[src/rtl/ppu_vram_port.sv]
// CPU access path into PPU memory: PPUCTRL increment, PPUADDR two-write latch and PPUDATA
// read/write. It drives VRAM, CHR ROM and palette ports from a 14-bit auto-incrementing address.
module ppu_vram_port #(
  parameter int VRAM_AW  = 11,
  parameter int INC_DOWN = 32
) (
  input  logic               clk,
  input  logic               rst,
  input  logic               clk_en,
  input  logic               reg_en,
  input  logic               reg_we,
  input  logic [2:0]         reg_sel,
  input  logic [7:0]         reg_wdata,
  output logic [7:0]         reg_rdata,
  output logic               rdata_valid,
  output logic               ready,
  output logic [VRAM_AW-1:0] vram_addr,
  input  logic [7:0]         vram_data,
  output logic [7:0]         vram_wdata,
  output logic               vram_we,
  output logic [12:0]        chr_rom_addr,
  input  logic [7:0]         chr_rom_data,
  output logic [4:0]         pal_addr,
  input  logic [7:0]         pal_data,
  output logic [7:0]         pal_wdata,
  output logic               pal_we
);
  typedef enum logic {IDLE, FETCH} state_e;

  state_e      state_q, state_d;
  logic [13:0] v_q, v_d;
  logic [5:0]  t_hi_q, t_hi_d;
  logic        w_q, w_d;
  logic        inc32_q, inc32_d;
  logic [7:0]  rd_buf_q, rd_buf_d;
  logic [7:0]  reg_rdata_q, reg_rdata_d;
  logic        rdata_valid_q, rdata_valid_d;

  logic        acc, is_chr, is_pal, is_vram, wr_2007;
  logic [13:0] v_inc;
  logic        unused_pal_hi;

  assign unused_pal_hi = ^pal_data[7:6];

  assign is_chr  = ~v_q[13];
  assign is_pal  = (v_q[13:8] == 6'h3F);
  assign is_vram = v_q[13] & ~is_pal;
  // 14-bit adder wraps naturally: 3FFF+1 and 3FE0+32 both land on 0000
  assign v_inc   = v_q + (inc32_q ? 14'(INC_DOWN) : 14'd1);

  assign acc     = reg_en & clk_en & (state_q == IDLE) & ~rst;
  assign wr_2007 = acc & reg_we & (reg_sel == 3'd7);

  assign vram_addr    = v_q[VRAM_AW-1:0];
  assign chr_rom_addr = v_q[12:0];
  // Backdrop entries of the sprite palettes alias the background ones
  assign pal_addr     = (v_q[4] && v_q[1:0] == 2'b00) ? {1'b0, v_q[3:0]} : v_q[4:0];
  assign vram_wdata   = reg_wdata;
  assign pal_wdata    = reg_wdata;
  assign vram_we      = wr_2007 & is_vram;
  assign pal_we       = wr_2007 & is_pal;

  assign ready        = (state_q == IDLE);
  assign reg_rdata    = reg_rdata_q;
  assign rdata_valid  = rdata_valid_q;

  always_comb begin
    state_d       = state_q;
    v_d           = v_q;
    t_hi_d        = t_hi_q;
    w_d           = w_q;
    inc32_d       = inc32_q;
    rd_buf_d      = rd_buf_q;
    reg_rdata_d   = reg_rdata_q;
    rdata_valid_d = clk_en ? 1'b0 : rdata_valid_q;

    if (acc) begin
      case (reg_sel)
        3'd0: if (reg_we) inc32_d = reg_wdata[2];
        3'd2: if (!reg_we) w_d = 1'b0;
        3'd6: if (reg_we) begin
          if (!w_q) begin
            t_hi_d = reg_wdata[5:0];
            w_d    = 1'b1;
          end else begin
            v_d = {t_hi_q, reg_wdata};
            w_d = 1'b0;
          end
        end
        3'd7: begin
          if (reg_we) v_d = v_inc;
          else        state_d = FETCH;
        end
        default: ;
      endcase
    end

    // Memories registered the address on the accept tick, so data is ready now
    if (clk_en && state_q == FETCH) begin
      reg_rdata_d   = is_pal ? {2'b00, pal_data[5:0]} : rd_buf_q;
      rd_buf_d      = is_chr ? chr_rom_data : vram_data;
      rdata_valid_d = 1'b1;
      v_d           = v_inc;
      state_d       = IDLE;
    end
  end

  always_ff @(posedge clk) begin
    if (rst) begin
      state_q       <= IDLE;
      v_q           <= '0;
      t_hi_q        <= '0;
      w_q           <= 1'b0;
      inc32_q       <= 1'b0;
      rd_buf_q      <= '0;
      reg_rdata_q   <= '0;
      rdata_valid_q <= 1'b0;
    end else begin
      state_q       <= state_d;
      v_q           <= v_d;
      t_hi_q        <= t_hi_d;
      w_q           <= w_d;
      inc32_q       <= inc32_d;
      rd_buf_q      <= rd_buf_d;
      reg_rdata_q   <= reg_rdata_d;
      rdata_valid_q <= rdata_valid_d;
    end
  end
endmodule
[config.mk]
export PLATFORM = sky130hd
export DESIGN_NAME = ppu_vram_port
export DESIGN_NICKNAME = d
export VERILOG_FILES = /design/src/rtl/ppu_vram_port.sv
export SDC_FILE = /design/constraint.sdc
export NUM_CORES = 1
export LEC_CHECK = 0
export BUFFER_PORTS_ARGS = -buffer_cell sky130_fd_sc_hd__buf_2
export CAP_MARGIN = 20
export CORE_MARGIN = 2
export CORE_UTILIZATION = 46
export CTS_BUF_LIST = sky130_fd_sc_hd__clkbuf_4
export CTS_CLUSTER_SIZE = 8
export DETAILED_ROUTE_END_ITERATION = 8
export PLACE_DENSITY = 0.76
export SKIP_CTS_REPAIR_TIMING = 1
export SLEW_MARGIN = 25
export SYNTH_ARGS = -nofsm -noshare
export SYNTH_HDL_FRONTEND = slang
export SYNTH_SLANG_ARGS = --single-unit
[constraint.sdc]
create_clock -name clk -period 1.6 [get_ports clk]
set_clock_uncertainty 0.15 [all_clocks]
set_input_delay 0.08 -clock clk [delete_from_list [all_inputs] [get_ports clk]]
set_output_delay 0.08 -clock clk [all_outputs]
set_load 0.005 [all_outputs]
== After elaboration in Yosys (flattened, before gate mapping) ==
Cells that the tools add are included.
Storage, ports and cells
  bits of input ports: 40
  flip-flop bits (word level): 40
  output and inout port bits: 57
Cells by class
  reduce and logical (&&, ||, !) cells: 14
  muxes and demuxes: 16
  equal/unequal tests: 9
  bitwise operators: 13
  add/subtract/negate cells: 1
Operator list (count)
  14-bit 2-to-1 mux: 5
  14-bit one-hot mux with 2 select lines: 1
  8-bit 2-to-1 mux: 2
  14-bit by 6-bit adder with 14-bit output: 1
  1-bit bitwise AND: 8
  4-bit AND reduction: 2
  3-bit equality test (second input constant): 2
  6-bit equality test (second input constant): 1
  6-bit 2-to-1 mux: 1
  3-bit inequality test (second input constant): 2
  3-bit AND reduction: 2
  2-bit nonzero test: 3
  1-bit 2-to-1 mux: 5
  5-bit 2-to-1 mux: 1
  1-bit NOT: 5
  5-bit AND reduction: 1
  2-bit inequality test (second input constant): 2
  3-bit by 2-bit equality test with 1-bit output (second input constant): 1
  3-bit logical NOT: 1
  3-bit by 2-bit inequality test with 1-bit output (second input constant): 1
  3-bit nonzero test: 1
  1-bit logical AND: 2
  2-bit logical NOT: 1
  1-bit one-hot mux with 2 select lines: 1
  2-bit OR reduction: 1

== Logic depth before layout (Yosys ltp) ==
Gate-level depths: netlist of run 1.
  depth after elaboration: 6
  gate-level depth with buffers: 7
  depth with buffers taken out: 7

== Worst setup path before layout of run 1 ==
OpenSTA, ideal clock, no wires.
  path kind: flip-flop to flip-flop
  start point: reg v_q[0]
  end point: reg v_q[6]
  period minus slack after synthesis: 1.732 ns
  arrival: 1.490 ns
  data required time: 1.358 ns
  setup slack: -0.132 ns
  stages on the path, launching flop included: 7
  cell sequence: dfxtp_1 > ha_1 > ha_1 > and3_1 > a31oi_1 > o31a_1 > o32ai_1
On the way
  word-level cells in the longest chain between the ends: 5
Ends and longest elaborated chain
  from (decl): RTL line 31  | logic [13:0] v_q, v_d;
  from (signal assigned): RTL line 120  | v_q <= v_d;
  14-bit by 6-bit adder with 14-bit output (*): RTL line 49  | assign v_inc = v_q + (inc32_q ? 14'(INC_DOWN) : 14'd1);
  14-bit 2-to-1 mux: RTL line 91  | if (reg_we) v_d = v_inc;
  14-bit one-hot mux with 2 select lines: RTL line 78  | case (reg_sel)
  14-bit 2-to-1 mux: RTL line 77  | if (acc) begin
  14-bit 2-to-1 mux (*): RTL line 99  | if (clk_en && state_q == FETCH) begin
Mark *: on every way between the ends. The rest lies on a longest branch, timed or not. The select of a mux whose other input is x is not followed.
A chain may end at the register's enable or synchronous reset.

== Final worst setup path of run 1 ==
  start point: reg state_q
  end point: out vram_we
On the way
  word-level cells in the longest chain between the ends: 6
Ends and longest elaborated chain
  from (decl): RTL line 30  | state_e state_q, state_d;
  from (signal assigned): RTL line 119  | state_q <= state_d;
  1-bit NOT: RTL line 51  | assign acc = reg_en & clk_en & (state_q == IDLE) & ~rst;
  1-bit bitwise AND (2 in a row): RTL line 51
  1-bit bitwise AND (2 in a row): RTL line 52  | assign wr_2007 = acc & reg_we & (reg_sel == 3'd7);
  1-bit bitwise AND: RTL line 60  | assign vram_we = wr_2007 & is_vram;
  to (decl): RTL line 20  | output logic vram_we,
Every way passes these cells.

==> impl_metrics.csv, run 1 <==
group,metric,value,unit
synth,yosysWarnings,0,
worst_setup_path,critPathMaxFanout,4,
synth,seq_area_frac_synth,31.0,%
worst_setup_path,critPathKind,"flip-flop to output pin",
floorplan,coreArea,0.00547,mm^2
cts,cts_root_buf,"clkbuf_4",
finish,design_area,0.00362,mm^2
route,wire_per_inst,16.2,um
cts,cts_buffers,5,
pwr,p_leak,0.00155,uW
min_path,hold_start,"rst",
grt,grt_max_degree,32,
route,routed_wl,7.93,mm
grt,grt_util_all_layers,19.6,%
worst_setup_path,timing.rr.end,"v_q[6]",
route,vias_per_cell,5.52,
synth,synth_area,0.00259,mm^2
grt,grt_pass1_vias,2117,
synth,synth_edf_count,0,
worst_setup_path,cpLargestDelayFamily,"simple AND/OR/NAND/NOR gates",
cts,path_clk_slew,0.13,ns
worst_setup_path,ff2ff_path_depth,7,
pwr,ir_drop,0.000414,V
pwr,power.density,509,mW/mm^2
finish,area_delta_synth_final,40.0,%
floorplan,rows,27,
sta,setup_ws,-0.261,ns
finish,drive_above_1_share,41.2,%
placed_design,gp_congestion,0.862,
finish,antennaDiodeCount,0,
min_path,whs_endpoint,"state_q",
sta,finalSetupViolations,20,
worst_setup_path,path_buf_inv,1,
floorplan,num_io_pins,97,
cts,htree_levels,2,
floorplan,die-area,0.00624,mm^2
worst_setup_path,startpoint_type,"flip-flop",
worst_setup_path,cp_cell_sequence,"nand3b_4 > or4_4 > nor2b_1 > buf_2",
worst_setup_path,max_stage_delay,0.48,ns
worst_setup_path,crit_start,"state_q",
grt,grt_pass1_wl,9.74,mm
status,violations,"negative setup slack",
grt,antenna_found_initial,0,
min_path,holdPathStages,3,
sta,tns,-1.63,ns
sta,hold_violations,0,
floorplan,die_h,79.0,um
cts,clock_latency,0.36,ns
worst_setup_path,arrival,1.63,ns
grt,grt_overflow_total,0,
floorplan,start_util,47.3,%
finish,multi_input_area,0.00155,mm^2
finish,layoutNonFillerInstCount,489,
cts,cts_buffer_depth,2,
synth,synthArstFlopShare,0,%
worst_setup_path,rr_startpoint,"inc32_q",
worst_setup_path,worst_ep_required_time,1.37,ns
route,first_pass_iters,4,
synth,synth_flop_cell,"dfxtp_1",
placed_design,io_buffers,94,
placed_design,pre_cts_slack,-0.123,ns
pwr,report.power.total,1840,uW
route,drc,0,
sta,tightest_slew,0.463,ns
sta,rsz0062_at_grt,"yes",
min_path,min_path_type,"input pin to flip-flop",
sta,fmax,537,MHz
synth,syn_avg_cell_area,8.48,um^2
worst_setup_path,crit_path_end_kind,"output pin",
floorplan,die_w,79.0,um
finish,fin_nets,459,
cts,numClockSinks,40,
sta,fin_crit_sh,116,%
sta,period_minus_slack,1.86,ns
synth,syn_nets,348,
finish,seqCellArea,812,um^2
sta,slew-limit-headroom,69.2,%
placed_design,dp_cells,439,
placed_design,dp_hpwl,4.76,mm
synth,synth_cells,305,
route,drt_iter0_drc,192,
placed_design,dpl_cell_area,0.00299,mm^2
worst_setup_path,slowest_stage,"or4_4",
status,status,"complete, but fails checks",
sta,slew_viol_final,0,
job,maxCapViolations,0,
synth,ys_types,56,
finish,n_fill_cell,442,
route,ant_nets,0,
worst_setup_path,r2r_setup_slack,-0.15,ns
synth,ys_ff_latch,40,
route,vias,2697,
cts,cts_tree,"yes",
[worst max path at each step]
stage / cells past startpoint / endpoint / slack, ns
2_1_floorplan: 6 / v_q[6] / -0.04
3_3_place_gp: 7 / v_q[6] / -0.07
3_5_place_dp: 7 / v_q[6] / -0.12
4_1_cts: 4 / vram_we / -0.38
5_1_grt: 4 / vram_we / -0.33
6_report: 4 / vram_we / -0.26
[layout make-up]
cell class | instances | area share [%]
inverter | 6 | 0.622
sequential | 40 | 22.4
clock buffer | 5 | 1.04
tap | 72 | 2.49
multi-input combinational | 201 | 42.7
clock inverter | 3 | 0.484
timing repair buffer | 162 | 30.2
[state kept, by name, indices dropped and copies added, names as in the netlist]
register / flops
rdata_valid: 1
rd_buf_q: 8
state_q: 1
w_q: 1
reg_rdata: 8
t_hi_q: 6
v_q: 14
inc32_q: 1
[worst reg2reg max path, stage by stage, from the launching register on]
cell and delay [ns]:
dfxtp_4 0.38, inv_2 0.06, ha_4 0.14, ha_4 0.12
and3_4 0.23, a31oi_4 0.11, o31a_1 0.28, o32ai_2 0.20
[per-layer routing]
metal,GRT usage (%),up-vias,part of all wire (%)
met5,0,-,0
met4,6.21,0,2.0
met3,4.32,14,7.0
met2,33.5,117,52
met1,24.6,1284,38
li1,-,1282,-
[kinds of logic (layout without fill, tap and decap cells)]
family | after synthesis | count (layout) | share of synthesized area, %
muxes | 26 | 26 | 10.3
buffers and inverters | 66 | 176 | 16.6
and+or+nand+nor | 103 | 103 | 22.1
DFF | 40 | 40 | 31.0
adders and majority gates | 3 | 3 | 1.45
AOI/OAI and AO/OA | 67 | 69 | 18.6
[through the flow]
stage                     hold slack [ns]  util (%)
after global placement              0.202      54.7
final                              0.0110      66.1
after floorplan                    0.0771         -
after CTS                          -0.158      55.7
after global routing               0.0185      66.1
after detailed placement            0.206      54.7
[synth_stat cells (all sizes together), types with 2 or more instances]
library cell | number | area (um^2)
a211oi | 16 | 120
a21o | 2 | 15.0
a21oi | 13 | 65.1
a311oi | 3 | 26.3
a31o | 2 | 17.5
a31oi | 5 | 46.3
and2 | 5 | 32.5
and3 | 3 | 18.8
and4 | 3 | 26.3
buf | 55 | 389
clkbuf | 5 | 18.8
dfxtp | 40 | 801
ha | 3 | 37.5
inv | 6 | 22.5
mux2 | 4 | 45.0
mux2i | 22 | 220
nand2 | 25 | 93.8
nand2b | 4 | 25.0
nand3 | 8 | 52.6
nand3b | 2 | 27.5
nand4 | 3 | 25.0
nand4b | 2 | 17.5
nor2 | 32 | 120
nor2b | 3 | 18.8
nor3b | 3 | 22.5
nor4 | 3 | 33.8
o211ai | 3 | 22.5
o21ai | 8 | 40.0
o31a | 3 | 26.3
o32ai | 2 | 17.5
[power breakdown]
group	total (uW)	switching, uW	leakage [uW]	internal, uW
registers	1000	5.12	0.000325	996
logic	311	151	0.00119	160
clock network	530	362	0.0000292	167
[cells in the final DEF, fill, tap and decap left out, types with 5 or more instances in the layout]
cell type and n:
buf_2 94, dfxtp_1 37, dlygate4sd3_1 33, nor2_1 32, buf_4 29, nand2_1 25, mux2i_1 22, a211oi_1 15
a21oi_1 10, nand3_1 7, inv_1 5, clkbuf_4 5, buf_6 5
Power figures use the tool's default switching activity.
==> inputs of run 2 (changes only) <==
- GPL_ROUTABILITY_DRIVEN: unset -> 0
- RECOVER_POWER: unset -> 25
==> run 2 against run 1 <==
Compared with the run above: the run still ends with negative setup slack left; hold slack got worse by 0.0066 ns; sequential share of layout area grew 0.070 points; sequential cell count unchanged; power rose by 0.17%; non-clock buffer count is the same; critical path depth unchanged; clock power increased by 0.9%; utilization decreased by 0.21 points; critical endpoint unchanged; largest cell class unchanged; largest power group unchanged.
==> impl_metrics.csv, run 2 (synthesis gave the netlist of run 1 again) <==
group,metric,value,unit
status,status,"complete, but fails checks",
status,violations,"negative setup slack",
grt,grt_pass1_vias,2117,
route,drc,0,
cts,numClockSinks,40,
finish,largest_reg_flops,14,
finish,area_delta_synth_final,39.5,%
sta,finalSetupViolations,20,
finish,fin_util,65.9,%
sta,period_minus_slack,1.87,ns
min_path,min_path_type,"input pin to flip-flop",
pwr,power.density,511,mW/mm^2
sta,rsz0062_at_grt,"yes",
cts,cts_buffer_depth,2,
floorplan,num_io_pins,97,
grt,grt_overflow_total,0,
floorplan,rows,27,
finish,top_register,"v_q",
cts,clock_latency,0.37,ns
sta,setup_ws,-0.269,ns
pwr,sw_frac_of_total,28.4,%
grt,grt_pass1_wl,9.74,mm
worst_setup_path,critPathMaxFanout,4,
worst_setup_path,startpoint_type,"flip-flop",
pwr,power_frac_seq,54.3,%
route,drt_iter0_drc,182,
pwr,ir_drop,0.000415,V
pwr,clockPowerShare,29.0,%
finish,layout_common_cells,"buf_2 (83), dfxtp_1 (37), dlygate4sd3_1 (33)",
grt,grt_max_degree,32,
cts,path_clk_slew,0.13,ns
sta,tightest_slew,0.461,ns
cts,cts_root_buf,"clkbuf_4",
worst_setup_path,worst_ep_required_time,1.37,ns
route,wire_per_inst,16.2,um
min_path,holdPathStages,3,
floorplan,die_w,79.0,um
pwr,p_sw,524,uW
floorplan,start_util,47.3,%
sta,fmax,535,MHz
grt,antenna_found_initial,0,
finish,antennaDiodeCount,0,
finish,fin_nets,459,
pwr,intPower,1320,uW
worst_setup_path,crit_path_end_kind,"output pin",
job,maxCapViolations,0,
floorplan,coreArea,0.00547,mm^2
sta,slew-limit-headroom,69.3,%
placed_design,dp_hpwl,4.76,mm
placed_design,io_buffers,94,
route,vias,2739,
floorplan,die_h,79.0,um
floorplan,die-area,0.00624,mm^2
worst_setup_path,critPathKind,"flip-flop to output pin",
sta,slew_viol_final,0,
cts,cts_buffers,5,
grt,grt_util_all_layers,19.6,%
finish,drive_above_1_share,39.1,%
finish,layout_commonest_cell,"buf_2",
placed_design,pre_cts_slack,-0.123,ns
route,ant_nets,0,
route,vias_per_cell,5.60,
cts,htree_levels,2,
sta,fin_crit_sh,117,%
pwr,report.power.total,1850,uW
route,first_pass_iters,5,
finish,n_fill_cell,448,
sta,whs,0.00441,ns
worst_setup_path,ff2ff_path_depth,7,
sta,hold_violations,0,
pwr,combPwrFrac,16.7,%
pwr,p_leak,0.00152,uW
worst_setup_path,arrival,1.64,ns
cts,cts_tree,"yes",
sta,tns,-1.66,ns
route,routed_wl,7.93,mm
==> run 2: cell count changes in the layout (fill, tap and decap cells not counted) <==
cell	change
buf_2	-11
clkbuf_2	+2
clkbuf_1	+9
==> run 2: power groups by stage <==
stage          combinational [uW]  sequential (uW)  clock (uW)
4_1_cts                       208             1000         531
3_5_place_dp                  208             1030           0
6_report                      308             1000         535
2_1_floorplan                 132             1030           0
3_3_place_gp                  202             1030           0
5_1_grt                       330             1000         579
==> run 2: worst paths after layout <==
| check | startpoint | endpoint | slack, ns |
|---|---|---|---|
| worst max-delay path | state_q | vram_we | -0.27 |
| worst min-delay path | rst | state_q | 0.004 |
| worst max register to register | inc32_q | v_q[6] | -0.14 |
| worst min register to register | reg_rdata[7] | reg_rdata[7] | 0.31 |
==> run 2: per-layer routing <==
metal / GRT usage [%] / up-vias / wire length [um]
met3: 4.32 / 17 / 482
met4: 6.21 / 0 / 174
met2: 33.5 / 129 / 4150
met1: 24.6 / 1306 / 3120
li1: - / 1287 / -
met5: 0 / - / 0
==> run 2: worst max-delay path, stage by stage, from the launching register on <==
cell      delay (ns)
dfxtp_4         0.38
nand3b_4        0.16
or4_4           0.48
nor2b_1         0.11
buf_2           0.13
==> run 2: per-stage QoR <==
| step | std cells | area, um^2 |
|---|---|---|
| 2_1_floorplan | 305 | 2630 |
| 3_3_place_gp | 439 | 2990 |
| 3_5_place_dp | 439 | 2990 |
| 4_1_cts | 447 | 3050 |
| 5_1_grt | 489 | 3610 |
| 6_report | 489 | 3610 |
==> run 2: final cells by class <==
type	count	area [um^2]	area share, %
Clock buffer	5	37.5	1.04
Clock inverter	3	17.5	0.485
Inverter	6	22.5	0.624
Multi-Input combinational cell	201	1550	42.8
Sequential cell	40	812	22.5
Tap cell	72	90.1	2.50
Timing Repair Buffer	162	1080	30.0
